**config.mk**
```make
export PLATFORM = sky130hd
export DESIGN_NAME = sdram_soc_bridge_flat
export DESIGN_NICKNAME = d
export VERILOG_FILES = /design/src/rtl/sdram_soc_bridge_if.sv /design/src/rtl/sdram_soc_bridge.sv /design/src/flat_wrapper.sv
export SDC_FILE = /design/constraint.sdc
export NUM_CORES = 1
export LEC_CHECK = 0
export BUFFER_PORTS_ARGS = -buffer_cell sky130_fd_sc_hd__buf_4
export CORE_UTILIZATION = 47
export CTS_CLUSTER_DIAMETER = 30
export DETAILED_ROUTE_END_ITERATION = 12
export PLACE_DENSITY = 0.8
export SYNTH_ARGS = -nofsm -noshare
export SYNTH_HDL_FRONTEND = slang
export SYNTH_SLANG_ARGS = --single-unit
```
**constraint.sdc**
```tcl
create_clock -name clk -period 3.7 [get_ports clk]
set_clock_uncertainty 0.05 [all_clocks]
set_input_delay 0.185 -clock clk [delete_from_list [all_inputs] [get_ports clk]]
set_output_delay 0.185 -clock clk [all_outputs]
set_load 0.05 [all_outputs]
```
**src/rtl/sdram_soc_bridge_if.sv**
```systemverilog
// Bus bundle between a CPU-style valid/ready master, the bridge and the SDRAM controller.
// slave is the bridge's view; master is the view of whatever sits on the other side.
interface sdram_soc_bridge_if #(
  parameter int ADDR_WIDTH = 23
);
  logic                  mem_valid_pin;
  logic [31:0]           mem_addr_pin;
  logic [31:0]           mem_wdata_pin;
  logic [3:0]            mem_wstrb_pin;
  logic                  mem_ready_pin;
  logic [31:0]           mem_rdata_pin;
  logic                  mem_err_pin;
  logic                  ctrl_busy_pin;
  logic                  ctrl_ready_pin;
  logic [ADDR_WIDTH-1:0] ctrl_addr_pin;
  logic [31:0]           ctrl_wr_data_pin;
  logic [3:0]            ctrl_wr_mask_pin;
  logic                  ctrl_wr_en_pin;
  logic                  ctrl_rd_en_pin;
  logic [31:0]           ctrl_rd_data_pin;

  modport slave (
    input  mem_valid_pin, mem_addr_pin, mem_wdata_pin, mem_wstrb_pin,
    input  ctrl_busy_pin, ctrl_ready_pin, ctrl_rd_data_pin,
    output mem_ready_pin, mem_rdata_pin, mem_err_pin,
    output ctrl_addr_pin, ctrl_wr_data_pin, ctrl_wr_mask_pin, ctrl_wr_en_pin, ctrl_rd_en_pin
  );

  modport master (
    output mem_valid_pin, mem_addr_pin, mem_wdata_pin, mem_wstrb_pin,
    output ctrl_busy_pin, ctrl_ready_pin, ctrl_rd_data_pin,
    input  mem_ready_pin, mem_rdata_pin, mem_err_pin,
    input  ctrl_addr_pin, ctrl_wr_data_pin, ctrl_wr_mask_pin, ctrl_wr_en_pin, ctrl_rd_en_pin
  );
endinterface

```
**src/rtl/sdram_soc_bridge.sv**
```systemverilog
// Converts a valid/ready memory request into one SDRAM controller strobe/ready transaction,
// with window decode, byte-to-word address conversion and a completion timeout.
module sdram_soc_bridge #(
  parameter logic [31:0] BASE_ADDR      = 32'h2000_0000,
  parameter int          ADDR_WIDTH     = 23,
  parameter int          TIMEOUT_CYCLES = 1024
) (
  input logic               clk,
  input logic               reset_pin,
  sdram_soc_bridge_if.slave bus
);

  localparam int CW = $clog2(TIMEOUT_CYCLES);
  localparam logic [CW-1:0] CNT_LAST = CW'(TIMEOUT_CYCLES - 1);

  typedef enum logic [1:0] {
    S_IDLE,
    S_ISSUE,
    S_WAIT,
    S_RESP
  } state_t;

  state_t                r_state, w_state;
  logic [CW-1:0]         r_cnt, w_cnt;
  logic [ADDR_WIDTH-1:0] r_addr, w_addr;
  logic [31:0]           r_wdata, w_wdata;
  logic [3:0]            r_mask, w_mask;
  logic                  r_isWrite, w_isWrite;
  logic                  r_wrEn, w_wrEn;
  logic                  r_rdEn, w_rdEn;
  logic                  r_memReady, w_memReady;
  logic [31:0]           r_memRdata, w_memRdata;
  logic                  r_memErr, w_memErr;
  logic                  w_inRange;
  logic [1:0]            w_unusedAddrLsb;

  assign w_inRange       = (bus.mem_addr_pin[31:ADDR_WIDTH+2] == BASE_ADDR[31:ADDR_WIDTH+2]);
  assign w_unusedAddrLsb = bus.mem_addr_pin[1:0];

  // Next-state and next-output logic; every output is registered so the strobes and
  // the response pulse appear the cycle after the decision is made.
  always_comb begin
    w_state    = r_state;
    w_cnt      = r_cnt;
    w_addr     = r_addr;
    w_wdata    = r_wdata;
    w_mask     = r_mask;
    w_isWrite  = r_isWrite;
    w_wrEn     = 1'b0;
    w_rdEn     = 1'b0;
    w_memReady = 1'b0;
    w_memRdata = 32'h0;
    w_memErr   = 1'b0;
    case (r_state)
      S_IDLE: begin
        if (bus.mem_valid_pin) begin
          if (w_inRange) begin
            w_addr    = bus.mem_addr_pin[ADDR_WIDTH+1:2];
            w_wdata   = bus.mem_wdata_pin;
            w_mask    = bus.mem_wstrb_pin;
            w_isWrite = |bus.mem_wstrb_pin;
            w_state   = S_ISSUE;
          end else begin
            w_memReady = 1'b1;
            w_memErr   = 1'b1;
            w_state    = S_RESP;
          end
        end
      end
      // Busy may last through SDRAM init or refresh, so no timeout applies here.
      S_ISSUE: begin
        if (!bus.ctrl_busy_pin) begin
          w_wrEn  = r_isWrite;
          w_rdEn  = !r_isWrite;
          w_cnt   = '0;
          w_state = S_WAIT;
        end
      end
      S_WAIT: begin
        w_cnt = r_cnt + 1'b1;
        if (bus.ctrl_ready_pin) begin
          w_memReady = 1'b1;
          w_memRdata = r_isWrite ? 32'h0 : bus.ctrl_rd_data_pin;
          w_state    = S_RESP;
        end else if (r_cnt == CNT_LAST) begin
          w_memReady = 1'b1;
          w_memErr   = 1'b1;
          w_state    = S_RESP;
        end
      end
      S_RESP: begin
        w_cnt   = '0;
        w_state = S_IDLE;
      end
      default: w_state = S_IDLE;
    endcase
  end

  always_ff @(posedge clk or posedge reset_pin) begin
    if (reset_pin) begin
      r_state    <= S_IDLE;
      r_cnt      <= '0;
      r_addr     <= '0;
      r_wdata    <= 32'h0;
      r_mask     <= 4'h0;
      r_isWrite  <= 1'b0;
      r_wrEn     <= 1'b0;
      r_rdEn     <= 1'b0;
      r_memReady <= 1'b0;
      r_memRdata <= 32'h0;
      r_memErr   <= 1'b0;
    end else begin
      r_state    <= w_state;
      r_cnt      <= w_cnt;
      r_addr     <= w_addr;
      r_wdata    <= w_wdata;
      r_mask     <= w_mask;
      r_isWrite  <= w_isWrite;
      r_wrEn     <= w_wrEn;
      r_rdEn     <= w_rdEn;
      r_memReady <= w_memReady;
      r_memRdata <= w_memRdata;
      r_memErr   <= w_memErr;
    end
  end

  assign bus.mem_ready_pin    = r_memReady;
  assign bus.mem_rdata_pin    = r_memRdata;
  assign bus.mem_err_pin      = r_memErr;
  assign bus.ctrl_addr_pin    = r_addr;
  assign bus.ctrl_wr_data_pin = r_wdata;
  assign bus.ctrl_wr_mask_pin = r_mask;
  assign bus.ctrl_wr_en_pin   = r_wrEn;
  assign bus.ctrl_rd_en_pin   = r_rdEn;

endmodule
```
**src/flat_wrapper.sv**
```systemverilog
// flat-port wrapper written by rule: the top's interface ports become plain ports
module sdram_soc_bridge_flat 
#(
  parameter logic [31:0] BASE_ADDR      = 32'h2000_0000,
  parameter int          ADDR_WIDTH     = 23,
  parameter int          TIMEOUT_CYCLES = 1024
)
  (clk, reset_pin, bus_mem_valid_pin, bus_mem_addr_pin, bus_mem_wdata_pin, bus_mem_wstrb_pin, bus_ctrl_busy_pin, bus_ctrl_ready_pin, bus_ctrl_rd_data_pin, bus_mem_ready_pin, bus_mem_rdata_pin, bus_mem_err_pin, bus_ctrl_addr_pin, bus_ctrl_wr_data_pin, bus_ctrl_wr_mask_pin, bus_ctrl_wr_en_pin, bus_ctrl_rd_en_pin);
  sdram_soc_bridge_if #(.ADDR_WIDTH(ADDR_WIDTH)) bus_i ();
  input logic clk;
  input logic reset_pin;
  input wire logic [$bits(bus_i.mem_valid_pin)-1:0] bus_mem_valid_pin;
  input wire logic [$bits(bus_i.mem_addr_pin)-1:0] bus_mem_addr_pin;
  input wire logic [$bits(bus_i.mem_wdata_pin)-1:0] bus_mem_wdata_pin;
  input wire logic [$bits(bus_i.mem_wstrb_pin)-1:0] bus_mem_wstrb_pin;
  input wire logic [$bits(bus_i.ctrl_busy_pin)-1:0] bus_ctrl_busy_pin;
  input wire logic [$bits(bus_i.ctrl_ready_pin)-1:0] bus_ctrl_ready_pin;
  input wire logic [$bits(bus_i.ctrl_rd_data_pin)-1:0] bus_ctrl_rd_data_pin;
  output wire logic [$bits(bus_i.mem_ready_pin)-1:0] bus_mem_ready_pin;
  output wire logic [$bits(bus_i.mem_rdata_pin)-1:0] bus_mem_rdata_pin;
  output wire logic [$bits(bus_i.mem_err_pin)-1:0] bus_mem_err_pin;
  output wire logic [$bits(bus_i.ctrl_addr_pin)-1:0] bus_ctrl_addr_pin;
  output wire logic [$bits(bus_i.ctrl_wr_data_pin)-1:0] bus_ctrl_wr_data_pin;
  output wire logic [$bits(bus_i.ctrl_wr_mask_pin)-1:0] bus_ctrl_wr_mask_pin;
  output wire logic [$bits(bus_i.ctrl_wr_en_pin)-1:0] bus_ctrl_wr_en_pin;
  output wire logic [$bits(bus_i.ctrl_rd_en_pin)-1:0] bus_ctrl_rd_en_pin;
  assign bus_i.mem_valid_pin = bus_mem_valid_pin;
  assign bus_i.mem_addr_pin = bus_mem_addr_pin;
  assign bus_i.mem_wdata_pin = bus_mem_wdata_pin;
  assign bus_i.mem_wstrb_pin = bus_mem_wstrb_pin;
  assign bus_i.ctrl_busy_pin = bus_ctrl_busy_pin;
  assign bus_i.ctrl_ready_pin = bus_ctrl_ready_pin;
  assign bus_i.ctrl_rd_data_pin = bus_ctrl_rd_data_pin;
  assign bus_mem_ready_pin = bus_i.mem_ready_pin;
  assign bus_mem_rdata_pin = bus_i.mem_rdata_pin;
  assign bus_mem_err_pin = bus_i.mem_err_pin;
  assign bus_ctrl_addr_pin = bus_i.ctrl_addr_pin;
  assign bus_ctrl_wr_data_pin = bus_i.ctrl_wr_data_pin;
  assign bus_ctrl_wr_mask_pin = bus_i.ctrl_wr_mask_pin;
  assign bus_ctrl_wr_en_pin = bus_i.ctrl_wr_en_pin;
  assign bus_ctrl_rd_en_pin = bus_i.ctrl_rd_en_pin;
  sdram_soc_bridge #(.BASE_ADDR(BASE_ADDR), .ADDR_WIDTH(ADDR_WIDTH), .TIMEOUT_CYCLES(TIMEOUT_CYCLES)) u_core (.clk(clk), .reset_pin(reset_pin), .bus(bus_i));
endmodule
```
# [Word level (Yosys, flattened, before mapping)]
# Cells that the tools add are included.
[totals] reg_bits=108
[op_classes] n_reduce_logical=7 mux=22 add_sub_neg=1 n_eq_ne=8
[ops] cell="$mux 32" n=3
[ops] cell="$pmux 10 s3" n=1
[ops] cell="$add 10x1->10 const B" n=1
[ops] cell="$eq 10x10->1 const B" n=1
[ops] cell="$mux 10" n=1
[ops] cell="$mux 2" n=5
[ops] cell="$mux 1" n=9
[ops] cell="$pmux 2 s4" n=1
[ops] cell="$eq 7x5->1 const B" n=1
[ops] cell="$reduce_and 3->1" n=2
[ops] cell="$eq 2x2->1 const B" n=2
[ops] cell="$ne 2x2->1 const B" n=2
[ops] cell="$pmux 1 s2" n=2
[ops] cell="$reduce_or 4->1" n=1
[ops] cell="$ne 3x2->1 const B" n=1
[ops] cell="$reduce_bool 3->1" n=1
[ops] cell="$eq 2x1->1 const B" n=1
[ops] cell="$logic_not 2->1" n=1
[ops] cell="$reduce_and 2->1" n=1
[ops] cell="$logic_not 1->1" n=1

# [Depth between registers and ports, before layout]
# Gate-level depths: netlist of the first run.
[depth] word_depth=4 mapped_depth=8 ltp_nobuf=6

# [Worst setup path after synthesis of the first run]
# OpenSTA, ideal clock, no wires.
[synth_path] path_type="register to register" start="register u_core.r_state[0]" end="register u_core.r_addr[0] (netlist: u_core.bus.ctrl_addr_pin[0])" setup_slack_ps=1807 arrival_time_ps=1718 path_buffers=2 path_stages_with_launch=8 t_required_ps=3525 cell_sequence="dfrtp_1 > inv_1 > ha_1 > nand2_1 > or3_1 > buf_6 > buf_12 > mux2_4"
[synth_via] elab_chain_len=2
[synth_rtl] element="start: declaration" line_no="sdram_soc_bridge.sv:23" rtl="state_t r_state, w_state;"
[synth_rtl] element="start signal: assignment" line_no="sdram_soc_bridge.sv:113" rtl="r_state <= w_state;"
[synth_rtl] element="$logic_not 2->1" line_no="sdram_soc_bridge.sv:54" rtl="case (r_state)"
[synth_rtl] element="$reduce_and 3->1 (no source line)"
[synth_rtl] element="end signal: assignment" line_no="sdram_soc_bridge.sv:115" rtl="r_addr <= w_addr;"
[synth_rtl] element="end: declaration" line_no="sdram_soc_bridge.sv:25" rtl="logic [ADDR_WIDTH-1:0] r_addr, w_addr;"
# Every way passes these cells.
# A chain may end at the register's enable or synchronous reset.

# [Worst setup path after layout of the first run]
[layout_path] start="register u_core.r_state[0]" end="register u_core.r_addr[5] (netlist: u_core.bus.ctrl_addr_pin[5])"
# The elaborated chain is that of the path after synthesis.

==> out/metrics.yaml, run 1 <==
grt:
  grt-ovfl-total: 0
  grt_pass1_wl_um: 18800
  grt_max_degree: 62
  grt_pass1_vias: 3770
  antenna_found_initial: 0
  grtUsageTotal_pct: 25.0
clocking:
  clock_latency_ns: 0.36
  clockRootBuffer: "clkbuf_8"
  clkSlewWorstSetupHoldPaths_ns: 0.10
  cts_buffers: 9
  clkSinkCount: 108
  cts_buffer_depth: 2
  tritoncts: "built"
  htree_num_levels: 3
  cts_setup_buffers: 0
routing:
  top_layer_used: "met4"
  routedWlPerCell_um: 16.8
  firstDrtPassIters: 4
  wl_met2_um: 5920
  drtIter0Drc: 46
  via_per_inst: 4.84
  drt_wl_total_um: 11600
  ant_nets: 0
  drcViolationCount: 0
  met1_length_um: 4600
  wl_met3_um: 768
  vias: 3333
min_path:
  min_to: "u_core.bus.ctrl_wr_mask_pin[3]"
  hold_depth: 2
  min_from: "bus_mem_wstrb_pin[3]"
  worstHoldPathType: "in2reg"
sta:
  fin_ws_ns: 1.37
  relSlewSlack_pct: 24.1
  setup_viol: 0
  setup_tns_ns: 0
  finalCriticalPeriod_ns: 2.33
  tightest_slew_ns: 1.14
  fmax_mhz: 429
  rsz0062_at_grt: "false"
  hold_violations: 0
  slew_violations: 0
  fin_crit_sh_pct: 63.0
setup_path:
  setup.worst_path.end_class: "flip-flop"
  cp_top_family: "simple AND/OR/NAND/NOR gates"
  cp_max_fo: 61
  worst_ep_required_time_ns: 3.89
  start_kind: "flip-flop"
  crit_slowest_cell: "or3_4"
  r2r_end: "u_core.bus.ctrl_addr_pin[5]"
  r2r_setup_slack_ns: 1.37
  r2r_cells: 5
  max_stage_delay_ns: 0.79
  timing.rr.start: "u_core.r_state[0]"
  path_cells: "inv_1 > ha_1 > nand2_1 > or3_4 > mux2_4"
  criticalPathCategory: "reg2reg"
  arrival_ns: 2.52
  path_buf_inv: 1
synth:
  synth_edf_count: 0
  synth-seq-cells: 108
  ys_seq_area_share_pct: 61.6
  async_reset_ff_share_pct: 100
  synth_cell_types: 32
  synthesis.nets: 394
  postSynthAreaPerCell_um2: 15.5
  synthesis.area_um2: 4390
  synth_cells: 284
  ys.flop_type: "dfrtp_1"
  yosys_warnings: 0
power_and_ir_drop:
  p_leak_nw: 3.83
  power_density_nw_per_um2: 444
  vdd_drop_max_mv: 0.313
finish:
  area_growth_pct: 59.1
  fin_area_um2: 6980
  drive_gt1_share_pct: 47.3
  n_antenna_cell: 0
  final_net_count: 687
floorplanning:
  initial_core_util_pct: 49.4
  die_h_um: 98.6
  num_rows: 34
  io_pins: 200
  core_um2: 8890
  die_w_um: 98.6
  die-area_um2: 9730
place:
  post_dp_cell_area_um2: 5890
  gp_congestion: 0.761
  io_buffer_count: 197
  pre_cts_ws_ns: 1.39
  place_hpwl_um: 6680
run_status:
  status: "finished, final reports clean"
job:
  drv_cap: 0
[flip-flops by register name, indices dropped and copies added, names as in the netlist]
register and count:
u_core.bus.ctrl_addr_pin 23, u_core.bus.ctrl_rd_en_pin 1, u_core.bus.ctrl_wr_data_pin 32, u_core.bus.ctrl_wr_en_pin 1, u_core.bus.ctrl_wr_mask_pin 4, u_core.bus.mem_err_pin 1
u_core.bus.mem_rdata_pin 32, u_core.bus.mem_ready_pin 1, u_core.r_cnt 10, u_core.r_isWrite 1, u_core.r_state 2
[Yosys cell counts (3+ instances only)]
cell type,number,share of area [%]
dfrtp_1,108,62
clkbuf_1,4,0.34
xor2_1,4,0.80
nand2_1,10,0.86
and2_1,32,4.6
nand3_1,6,0.68
or3_1,4,0.57
nor2_1,11,0.94
mux2_4,58,20
buf_12,6,2.7
a21oi_1,4,0.46
inv_1,5,0.43
o21ai_0,3,0.34
ha_1,5,1.4
[cells in the final DEF, fill, tap and decap left out, types with 2 or more instances in the layout]
master         count
a21oi_1            4
and2_1            32
and3_1             2
and4_1             2
buf_4            200
clkbuf_1           2
clkbuf_8           9
dfrtp_1          108
dlygate4sd3_1     93
ha_1               5
inv_1              4
inv_6              2
mux2_2             2
mux2_4            58
mux2i_1            2
nand2_1           10
nand3_1            6
nand4_1            2
nor2_1            11
nor3_1             2
o21ai_0            3
or3_1              3
xor2_1             4
[power by group]
| part | leakage, nW | switching (mW) | internal, mW | total (mW) |
|---|---|---|---|---|
| combinational | 2.27 | 0.667 | 0.422 | 1.09 |
| clock | 0.0804 | 0.393 | 0.249 | 0.642 |
| sequential | 1.49 | 0.0661 | 1.31 | 1.37 |
| total | 3.83 | 1.13 | 1.98 | 3.10 |
[area by class of cell]
type / count / area (µm²)
inverters: 5 / 21.3
flip-flops and latches: 108 / 2700
repair buffers: 293 / 2430
multi-input cells: 160 / 1530
well taps: 108 / 135
clock inverters: 4 / 33.8
clock buffers: 11 / 131
fillers: 503 / 1910
[routing by layer]
metal  vias to the layer above  GRT usage, %
li1                       1547             -
met2                       152          44.4
met3                        30          7.38
met5                         -             0
met4                         0          9.07
met1                      1604          28.7
[worst max path at each step]
| stage | startpoint | to | depth (start not counted) |
|---|---|---|---|
| 2_1_floorplan | reset_pin | u_core.bus.ctrl_addr_pin[0] | 1 |
| 3_3_place_gp | u_core.r_state[0] | u_core.bus.ctrl_addr_pin[20] | 5 |
| 3_5_place_dp | u_core.r_state[0] | u_core.bus.ctrl_addr_pin[20] | 5 |
| 4_1_cts | u_core.r_state[0] | u_core.bus.ctrl_addr_pin[20] | 5 |
| 5_1_grt | u_core.r_state[1] | u_core.bus.ctrl_addr_pin[20] | 5 |
| 6_report | u_core.r_state[0] | u_core.bus.ctrl_addr_pin[5] | 5 |
[cells by family after synthesis]
kind of cell	Yosys count	share of synthesized area [%]
compound gates	12	1.74
flops	108	61.6
fa+ha+maj	5	1.43
mux	62	20.8
simple gates	76	9.69
buf+inv	16	3.76
xor+xnor	5	0.998
[through the flow]
step | instances | hold WS [ns] | power (mW) | utilization, %
after global placement | 581 | 0.309 | 2.37 | 66.2
final | 689 | 0.0323 | 3.10 | 78.5
after detailed placement | 581 | 0.327 | 2.39 | 66.2
after floorplan | 284 | 0.205 | 2.05 | -
after CTS | 687 | 0.000206 | 3.11 | 78.3
after global routing | 689 | 0.0176 | 3.25 | 78.5
[repair_timing]
item | in CTS | in global routing
endpoints found under the setup margin | 0 | 0
endpoints found under the hold margin | 149 | 2
gates resized for setup | 0 | 0
hold buffers | 91 | 2
Note: power is estimated with default switching activity, not from simulation.
==> inputs of run 2 (changes only) <==
Settings changed: CORE_UTILIZATION 47 to 42, PLACE_DENSITY 0.8 to 0.76.
Clock period 3.7 ns to 2 ns, I/O delays scaled along.
==> run 2 against run 1 <==
  * Sequential share of layout area decreased by 1.0 points
  * Critical endpoint is now u_core.r_state[1]
  * Non-clock buffer count up 10
  * Worst hold slack better by 0.0034 ns
  * Combinational power increased by 94%
  * Largest cell class unchanged
==> out/metrics.yaml, run 2 (synthesis gave the netlist of run 1 again) <==
sta:
  slew_violations: 0
  whs_ns: 0.0356
  hold_violations: 0
  fin_crit_sh_pct: 97.4
  tightest_slew_ns: 0.485
  fmax_mhz: 513
  finalCriticalPeriod_ns: 1.95
  fin_ws_ns: 0.0510
  relSlewSlack_pct: 67.7
  setup_viol: 0
place:
  io_buffer_count: 197
  pre_cts_ws_ns: 0.0626
  dp_cells: 613
  place_hpwl_um: 7440
  gp_congestion: 0.786
setup_path:
  worst_ep_required_time_ns: 2.19
  cp_max_fo: 4
  cp_top_family: "flip-flops"
  path_cells: "ha_1 > and3_1 > nand4_1 > a222oi_1 > buf_4 > mux2_2"
  r2r_end: "u_core.r_state[1]"
  timing.rr.start: "u_core.r_cnt[0]"
  arrival_ns: 2.14
  start_kind: "flip-flop"
  criticalPathCategory: "reg2reg"
  crit_slowest_cell: "dfrtp_1"
  setup.worst_path.end_class: "flip-flop"
  max_stage_delay_ns: 0.41
  path_buf_inv: 1
  r2r_cells: 6
  r2r_setup_slack_ns: 0.05
clocking:
  clkSinkCount: 108
  clock_latency_ns: 0.35
  cts_buffers: 9
  clockRootBuffer: "clkbuf_8"
  htree_num_levels: 3
  cts_buffer_depth: 2
  tritoncts: "built"
  clkSlewWorstSetupHoldPaths_ns: 0.10
routing:
  drcViolationCount: 0
  via_per_inst: 4.69
  drtIter0Drc: 116
  drt_wl_total_um: 12100
  firstDrtPassIters: 5
  vias: 3400
  ant_nets: 0
  routedWlPerCell_um: 16.6
min_path:
  min_to: "u_core.bus.mem_err_pin"
  hold_depth: 3
  min_from: "bus_mem_valid_pin"
  worstHoldPathType: "in2reg"
floorplanning:
  die-area_um2: 10900
  num_rows: 36
  die_w_um: 104
  io_pins: 200
  initial_core_util_pct: 44.1
  die_h_um: 104
  core_um2: 9950
finish:
  final_net_count: 697
  n_antenna_cell: 0
  final_cell_mix: "205 x buf_4, 108 x dfrtp_1, 94 x dlygate4sd3_1, 58 x mux2_4, 32 x and2_1"
  area_growth_pct: 63.5
  mostFrequentLayoutCell: "buf_4"
  drive_gt1_share_pct: 48.8
  fill_cells: 640
  multi_input_area_um2: 1530
  final_cells: 725
  seq_area_um2: 2700
grt:
  grt-ovfl-total: 0
  grt_use_met2_pct: 40.8
  grtUsageMet3_pct: 4.89
  grt_util_met1_pct: 28.0
  grtUsageTotal_pct: 22.9
  antenna_found_initial: 0
  grt_max_degree: 57
  grt_pass1_wl_um: 19500
  busiest_layer: "met2"
  grt_pass1_vias: 3697
power_and_ir_drop:
  power_density_nw_per_um2: 828
  p_leak_nw: 3.91
  vdd_drop_max_mv: 0.579
job:
  drv_cap: 0
run_status:
  status: "finished, final reports clean"
## run 2: cell types whose count changed in the layout (fill, tap and decap cells not counted), moves of 2 or more
cell / before / now
buf_12: 0 / 4
clkbuf_8: 9 / 11
clkbuf_1: 2 / 0
buf_4: 200 / 205
## run 2: through the flow
stage               util [%]  cell area (µm²)  TNS (ns)  total power, mW
floorplan                  -             4390         0             3.80
global placement        60.5             6020         0             4.44
detailed placement      60.5             6020         0             4.50
CTS                     71.9             7160         0             5.93
global route            72.1             7170   -0.0139             6.21
finish                  72.1             7170         0             5.94
## run 2: cell type report
type,count,area share (%)
clock buffer,11,2.11
sequential,108,37.7
inverter,5,0.314
tap,133,2.32
multi-input combinational,160,21.3
timing repair buffer,303,35.7
clock inverter,5,0.593
## run 2: worst max path at each step
stage	start	cells after the start	to	slack, ns
6_report	u_core.r_cnt[0]	6	u_core.r_state[1]	0.05
5_1_grt	u_core.r_cnt[0]	6	u_core.r_state[1]	-0.01
4_1_cts	u_core.r_state[0]	6	u_core.bus.ctrl_wr_data_pin[28]	0.03
3_5_place_dp	u_core.r_state[0]	6	u_core.bus.ctrl_wr_data_pin[28]	0.06
3_3_place_gp	u_core.r_state[0]	6	u_core.bus.ctrl_wr_data_pin[17]	0.12
2_1_floorplan	u_core.r_state[0]	7	u_core.bus.ctrl_addr_pin[0]	0.11
## run 2: routing by layer
metal / vias up / part of all wire, %
met4: 0 / 1.8
met1: 1668 / 40
met3: 20 / 5.5
li1: 1571 / -
met2: 141 / 52
met5: - / 0
## run 2: timing repair
| item | in CTS | in global routing |
|---|---|---|
| buffers inserted | 0 | 2 |
| hold buffers | 94 | 0 |
| resized for setup | 0 | 2 |
| setup endpoints to repair | 0 | 55 |
| hold endpoints to repair | 115 | 0 |
## run 2: worst reg2reg max path, stage by stage, from the launching register on
cell	delay, ns
dfrtp_1	0.41
ha_1	0.22
and3_1	0.20
nand4_1	0.15
a222oi_1	0.31
buf_4	0.18
mux2_2	0.33
## run 2: power breakdown
part	leakage [nW]	switching, mW	internal, mW
Sequential	1.49	0.125	2.42
Clock	0.0969	0.738	0.538
Combinational	2.33	1.27	0.850
